`src/rtl/uart_word_tx.sv`:
```
// uart_word_tx
//
// Serializes 32-bit words as four 8N1 UART bytes, most significant byte
// first. Each byte is a start bit (0), eight data bits sent LSB first, and a
// stop bit (1). Every bit lasts N clocks. N is captured from i_setup when the
// word is accepted, and values below 2 are raised to 2.
//
// Ports:
//   i_clk      clock for all logic (pixel clock)
//   rst        asynchronous, active-high reset; abandons any frame at once
//   i_setup    clocks per bit in i_setup[SETUP_W-1:0]; upper bits ignored
//   i_valid    i_data holds a word to send
//   i_data     word to transmit
//   o_ready    high while idle; a word is accepted when i_valid is also high
//   o_busy     high while a word is being shifted out
//   o_uart_tx  serial line, idle high, driven straight from a flop
module uart_word_tx #(
  parameter int SETUP_W = 24
) (
  input  logic        i_clk,
  input  logic        rst,
  input  logic [31:0] i_setup,
  input  logic        i_valid,
  input  logic [31:0] i_data,
  output logic        o_ready,
  output logic        o_busy,
  output logic        o_uart_tx
);

  typedef enum logic [1:0] {
    S_IDLE  = 2'd0,
    S_START = 2'd1,
    S_DATA  = 2'd2,
    S_STOP  = 2'd3
  } state_t;

  state_t             state_q, state_d;
  logic [SETUP_W-1:0] baud_cnt_q, baud_cnt_d;
  logic [SETUP_W-1:0] n_q, n_d;
  logic [2:0]         bit_idx_q, bit_idx_d;
  logic [1:0]         byte_idx_q, byte_idx_d;
  logic [31:0]        shift_q, shift_d;
  logic               tx_q, tx_d;

  logic [SETUP_W-1:0] setup_n;
  logic [SETUP_W-1:0] n_clamped;
  logic               bit_end;
  logic               last_bit;
  logic               last_byte;
  logic [7:0]         byte_d;

  assign setup_n   = i_setup[SETUP_W-1:0];
  // A bit period of one clock would leave no room for the counter reload.
  assign n_clamped = (setup_n < SETUP_W'(2)) ? SETUP_W'(2) : setup_n;
  assign bit_end   = (baud_cnt_q == '0);
  assign last_bit  = (bit_idx_q == 3'd7);
  assign last_byte = (byte_idx_q == 2'd3);

  // Bits of i_setup above the counter width carry no meaning.
  generate
    if (SETUP_W < 32) begin : g_unused_setup
      logic unused_setup_hi;
      assign unused_setup_hi = ^i_setup[31:SETUP_W];
    end
  endgenerate

  // State and datapath registers.
  always_ff @(posedge i_clk or posedge rst) begin
    if (rst) begin
      state_q    <= S_IDLE;
      baud_cnt_q <= '0;
      n_q        <= '0;
      bit_idx_q  <= 3'd0;
      byte_idx_q <= 2'd0;
      shift_q    <= 32'd0;
      tx_q       <= 1'b1;
    end else begin
      state_q    <= state_d;
      baud_cnt_q <= baud_cnt_d;
      n_q        <= n_d;
      bit_idx_q  <= bit_idx_d;
      byte_idx_q <= byte_idx_d;
      shift_q    <= shift_d;
      tx_q       <= tx_d;
    end
  end

  // Next-state logic.
  always_comb begin
    state_d = state_q;
    case (state_q)
      S_IDLE:  if (i_valid) state_d = S_START;
      S_START: if (bit_end) state_d = S_DATA;
      S_DATA:  if (bit_end && last_bit) state_d = S_STOP;
      S_STOP:  if (bit_end) state_d = last_byte ? S_IDLE : S_START;
      default: state_d = S_IDLE;
    endcase
  end

  // Counter and shift-register updates. The baud counter is reloaded with
  // N-1 on the cycle a bit ends so the next bit also lasts exactly N clocks.
  always_comb begin
    baud_cnt_d = baud_cnt_q;
    n_d        = n_q;
    bit_idx_d  = bit_idx_q;
    byte_idx_d = byte_idx_q;
    shift_d    = shift_q;
    case (state_q)
      S_IDLE: begin
        if (i_valid) begin
          shift_d    = i_data;
          n_d        = n_clamped;
          baud_cnt_d = n_clamped - SETUP_W'(1);
          bit_idx_d  = 3'd0;
          byte_idx_d = 2'd0;
        end
      end
      S_START: begin
        if (bit_end) begin
          baud_cnt_d = n_q - SETUP_W'(1);
          bit_idx_d  = 3'd0;
        end else begin
          baud_cnt_d = baud_cnt_q - SETUP_W'(1);
        end
      end
      S_DATA: begin
        if (bit_end) begin
          baud_cnt_d = n_q - SETUP_W'(1);
          bit_idx_d  = last_bit ? 3'd0 : bit_idx_q + 3'd1;
        end else begin
          baud_cnt_d = baud_cnt_q - SETUP_W'(1);
        end
      end
      S_STOP: begin
        if (bit_end) begin
          if (last_byte) begin
            baud_cnt_d = '0;
            byte_idx_d = 2'd0;
          end else begin
            baud_cnt_d = n_q - SETUP_W'(1);
            byte_idx_d = byte_idx_q + 2'd1;
            // Next byte moves into the top lane, which is always the one sent.
            shift_d    = {shift_q[23:0], 8'h00};
          end
        end else begin
          baud_cnt_d = baud_cnt_q - SETUP_W'(1);
        end
      end
      default: begin
        baud_cnt_d = '0;
      end
    endcase
  end

  // Line level is decided from the upcoming state so the flop shows each bit
  // on the same edge the state machine enters it.
  assign byte_d = shift_d[31:24];

  always_comb begin
    tx_d = 1'b1;
    case (state_d)
      S_START: tx_d = 1'b0;
      S_DATA:  tx_d = byte_d[bit_idx_d];
      default: tx_d = 1'b1;
    endcase
  end

  assign o_ready   = (state_q == S_IDLE);
  assign o_busy    = (state_q != S_IDLE);
  assign o_uart_tx = tx_q;

endmodule

```
`config.mk`:
```
export PLATFORM = sky130hd
export DESIGN_NAME = uart_word_tx
export DESIGN_NICKNAME = d
export VERILOG_FILES = /design/src/rtl/uart_word_tx.sv
export SDC_FILE = /design/constraint.sdc
export NUM_CORES = 1
export LEC_CHECK = 0
export ABC_AREA = 1
export CAP_MARGIN = 20
export CORE_MARGIN = 3
export CORE_UTILIZATION = 50
export DETAILED_ROUTE_END_ITERATION = 16
export DONT_BUFFER_PORTS = 1
export PLACE_DENSITY = 0.68
export SLEW_MARGIN = 20
export SYNTH_ARGS = -nofsm -noshare
export SYNTH_HDL_FRONTEND = slang
export SYNTH_SLANG_ARGS = --single-unit
```
`constraint.sdc`:
```
create_clock -name i_clk -period 2.73 [get_ports i_clk]
set_input_delay 0.273 -clock i_clk [delete_from_list [all_inputs] [get_ports i_clk]]
set_output_delay 0.273 -clock i_clk [all_outputs]
set_load 0.05 [all_outputs]
```
## Word level (Yosys, flattened, before mapping)

Index checks and enable logic that the tools add are counted.

| cells by class | value |
|---|---|
| muxes and demuxes | 28 |
| reduce and logical (&&, ||, !) cells | 9 |
| $add $sub $neg | 5 |
| equal/unequal tests | 10 |
| $lt $le $gt $ge | 2 |

Operators with widths:

| cell | count |
|---|---|
| two-way mux 24 bit | 5 |
| two-way mux 32 bit | 3 |
| case mux 24 bit (3 select lines) | 1 |
| subtractor 24 x 1 -> 24 bit (second input constant) | 3 |
| case mux 32 bit (2 select lines) | 1 |
| logical NOT 24 bit | 1 |
| less-than comparator 24 x 2 -> 1 bit (second input constant) | 1 |
| two-way mux 2 bit | 7 |
| two-way mux 3 bit | 4 |
| case mux 3 bit (3 select lines) | 1 |
| == test 2 bit (second input constant) | 4 |
| case mux 2 bit (4 select lines) | 1 |
| != test 2 bit (second input constant) | 3 |
| == test 2 x 1 -> 1 bit (second input constant) | 2 |
| less-than comparator 3 x 4 -> 1 bit (second input constant) | 1 |
| case mux 2 bit (2 select lines) | 1 |
| AND reduction 4 bit | 1 |
| nonzero test 2 bit | 2 |
| adder 3 x 1 -> 3 bit (second input constant) | 1 |
| binary-select mux 1 bit (select 3 bit) | 1 |
| == test 3 bit (second input constant) | 1 |
| AND reduction 3 bit | 1 |
| adder 2 x 1 -> 2 bit (second input constant) | 1 |
| logical NOT 2 bit | 1 |
| other kinds (5) | 6 |

| storage, ports and cells | value |
|---|---|
| register bits after elaboration | 88 |
| bits of input ports | 67 |
| logic and storage cells | 62 |

## Logic depth before layout (Yosys ltp)

| depth | value |
|---|---|
| word-level depth | 7 |
| depth in mapped cells | 19 |
| mapped depth without buffers | 19 |

## Least setup slack after synthesis

Ideal clock, no wire load.

| path | value |
|---|---|
| path type | reg2reg |
| from | register state_q[0] |
| to | register tx_q (netlist: o_uart_tx) |
| slack | 0.311 ns |
| setup time | 0.061 ns |
| arrival | 2.358 ns |
| stages on the path, launching flop included | 18 |
| cells stage by stage | dfrtp_1 inv_1 ha_1 clkinv_1 nor2_1 buf_2 a22oi_1 nand2_1 nand2_1 nand2_1 inv_1 nand2_1 nand3_1 nand2_1 nand2_1 nand2_1 nand2_1 nand2_1 |

| on the way | value |
|---|---|
| longest elaborated chain between the ends | 5 |

Ends and longest elaborated chain:

| element | line | text |
|---|---|---|
| start, declared | 37 | `state_t state_q, state_d;` |
| start signal, assigned | 78 | `state_q <= state_d;` |
| logical NOT 2 bit | -- |  |
| via o_ready | 25 | `output logic o_ready,` |
| case mux 32 bit (2 select lines) | 108 | `case (state_q)` |
| via shift_d[31] | 42 | `logic [31:0] shift_q, shift_d;` |
| binary-select mux 1 bit (select 3 bit) | 163 | `S_DATA: tx_d = byte_d[bit_idx_d];` |
| two-way mux 1 bit (not written as such) | 163 |  |
| case mux 1 bit (2 select lines) | 161 | `case (state_d)` |
| via tx_d | 43 | `logic tx_q, tx_d;` |
| end signal, assigned | 84 | `tx_q <= tx_d;` |
| end, declared | 43 |  |

The timed path passes the listed nets, and every way through them passes these cells. The select of a mux whose other input is x is not followed.
A chain may end at the register's enable or synchronous reset.

## Final worst setup path

| path | value |
|---|---|
| from | register state_q[1] |
| to | register shift_q[22] |

| on the way | value |
|---|---|
| longest elaborated chain between the ends | 3 |

Ends and longest elaborated chain:

| element | line | text |
|---|---|---|
| == test 2 bit / logical NOT 2 bit (equally long branches) | 108 |  |
| != test 2 bit (no source line) / nonzero test 2 bit (equally long branches) | -- |  |
| AND reduction 4 bit (no source line) | -- |  |
| end signal, assigned | 83 | `shift_q <= shift_d;` |
| end, declared | 42 |  |

Parallel ways exist; a longest one is shown, timed or not.

==> results_dict.tcl <==
set metrics [dict create \
    start_kind "flop" \
    synth_cell_types 47 \
    setup_ws_ns 0.303 \
    synth_area_per_cell_sq_um 6.99 \
    path_clk_slew_ns 0.07 \
    ys_ff_latch 88 \
    layout_commonest_cell "nand2_1" \
    synth-main-ff-cell "dfrtp_1" \
    final_cell_mix "nand2_1 (189), nor2_1 (112), inv_1 (109)" \
    setup_tns_ns 0 \
    synth_area_sq_mm 0.00607 \
    firstDrtPassIters 5 \
    cp.required_ns 2.97 \
    die_y_um 116 \
    fin_skew_ns 0.00843 \
    htreeDepth 3 \
    drt_iter0_drc 561 \
    dieArea_sq_mm 0.0135 \
    critPathMaxFanout 26 \
    wl_per_cell_um 15.8 \
    hold_viol_final 0 \
    power_per_cell_area_mw_per_mm2 1020 \
    setup_violations 0 \
    cts_setup_buffers 0 \
    slew_viol_final 0 \
    num_antenna_cells 0 \
    core_sq_mm 0.0117 \
    yosysSeqAreaShare_pct 36.3 \
    insertion_delay_ns 0.35 \
    status "finished clean" \
    layout.nets 951 \
    gr-total-overflow 0 \
    rsz0062_at_grt "no" \
    worst_slew_pin_slew_ns 0.735 \
    initial_utilization_pct 52.0 \
    hold_class "input port to flop" \
    max_freq_mhz 412 \
    syn_to_final_growth_pct 9.07 \
    worstPathArrival_ns 2.67 \
    syn-instance-count 868 \
    clockBufferDepth 2 \
    nFillCells 1119 \
    drc 0 \
    synth_edf_count 0 \
    postRouteAntennaNets 0 \
    io_buffer_count 0 \
    via_count 5769 \
    tritoncts "yes" \
    die_w_um 116 \
    rows 39 \
    p_leak_uw 0.00313 \
    place.gp.congestion 0.900 \
    ios 70 \
    root_buffer "clkbuf_16" \
    crit_type "flop to flop" \
    drive_gt1_share_pct 9.68 \
    totalWireLength_um 16100 \
    cts.sinks 88 \
    antenna_found_initial 0 \
    yosys_warnings 0 \
    viasPerCell 5.65 \
    cts-buffers-inserted 9 \
    grt_pass1_wl_um 26400 \
    dpl.hpwl_um 12000 \
    place_ws_ns 0.122 \
    synth_fp_nets 945 \
    worstSetupEndpointType "flop" \
    cap_violations 0 \
    vdd_drop_max_v 0.000551 \
    grt_max_degree 49 \
    layout_min_cycle_time_ns 2.43 \
    maxSlewHeadroom_pct 50.5 \
    first_global_vias 5425 \
    post-route-period-util_pct 88.9 \
    async_flop_share_pct 100 \
    grt.total_usage_pct 25.0 \
]
[cells by family after synthesis]
family	count (synthesis)	synth area share, %
adders and majority gates	10	2.06
DFF	88	36.3
AOI/OAI and AO/OA	188	18.2
xor gates and xnor gates	18	2.60
buffers and inverters	147	9.36
and+or+nand+nor	417	31.5
[per-layer routing]
metal | track usage (%) | routed length [um] | share of wire (%)
met5 | 0 | 0 | 0
met4 | 8.89 | 331 | 2.1
met3 | 4.56 | 823 | 5.1
met2 | 39.6 | 7590 | 47
met1 | 34.5 | 7390 | 46
[what timing repair did]
item	CTS	global route
hold endpoints to repair	39	0
resized for setup	0	1
hold buffers	1	0
endpoints found under the setup margin	0	1
[synth_stat cells (4+ instances only)]
cell type | number | share of area [%]
nand3_1 | 42 | 3.5
nor2_2 | 9 | 0.93
dfrtp_1 | 87 | 36
a22oi_1 | 5 | 0.62
nand2_1 | 189 | 12
clkbuf_1 | 14 | 0.87
nor2_4 | 5 | 0.93
o21a_1 | 8 | 0.99
xor2_1 | 16 | 2.3
nand4_1 | 19 | 2.0
nor4_1 | 4 | 0.41
nand2_4 | 4 | 0.74
a211oi_1 | 12 | 1.5
o22ai_1 | 9 | 0.93
o21ai_1 | 5 | 0.41
a31oi_1 | 15 | 1.5
o211ai_1 | 5 | 0.62
a21oi_1 | 49 | 4.0
nand2_2 | 8 | 0.82
ha_1 | 10 | 2.1
clkinv_1 | 5 | 0.31
buf_2 | 7 | 0.58
inv_1 | 111 | 6.9
nor3_1 | 10 | 0.82
o21ai_0 | 67 | 5.5
inv_2 | 8 | 0.49
nor2_1 | 112 | 6.9
[power by group]
part	internal [uW]	leakage, uW	switching (uW)	total [uW]
Sequential	1910	0.00110	552	2470
Clock	803	0.000152	551	1350
Combinational	1000	0.00188	1910	2910
Total	3720	0.00313	3010	6730
[per-stage QoR]
stage / hold slack [ns] / std cells / utilization (%) / cell area (sq um) / power (uW)
floorplan: 0.394 / 868 / - / 6070 / 4630
global placement: 0.285 / 1005 / 53.9 / 6290 / 5230
detailed placement: 0.296 / 1005 / 53.9 / 6290 / 5330
CTS: 0.0442 / 1021 / 56.7 / 6620 / 6720
global route: 0.0675 / 1021 / 56.8 / 6620 / 7300
finish: 0.0504 / 1021 / 56.8 / 6620 / 6730
[final cells by class]
type / count / area (sq um) / share of cell area, %
multi-input combinational: 633 / 3300 / 49.8
inverter: 124 / 470 / 7.11
timing repair buffer: 18 / 150 / 2.27
sequential: 88 / 2200 / 33.3
clock inverter: 6 / 93.8 / 1.42
tap: 143 / 179 / 2.70
clock buffer: 9 / 225 / 3.40
[critical path, cell delays in order, from the launching register on]
cell        delay (ns)
dfrtp_1           0.44
inv_1             0.11
ha_1              0.20
clkinv_1          0.09
nor2_1            0.38
nor2_1            0.16
nand2_4           0.28
clkinvlp_4        0.37
o21a_1            0.27
[state kept, by name, indices dropped and copies added, names as in the netlist]
name and cells:
n_q 24, state_q 2, shift_q 32, o_uart_tx 1
bit_idx_q 3, byte_idx_q 2, baud_cnt_q 24
[path summary, 6_finish.rpt]
| kind | cells after the start | from | slack [ns] | endpoint |
|---|---|---|---|---|
| worst max-delay path | 8 | state_q[1] | 0.30 | shift_q[22] |
| worst min-delay path | 2 | i_setup[3] | 0.05 | n_q[3] |
| worst max register to register | 8 | state_q[1] | 0.30 | shift_q[22] |
| worst min register to register | 2 | shift_q[28] | 0.48 | shift_q[28] |
| max in group asynchronous | 3 | rst | 1.54 | n_q[11] |
| min in group asynchronous | 2 | rst | 0.48 | shift_q[0] |
(Power assumes the default switching activity.)
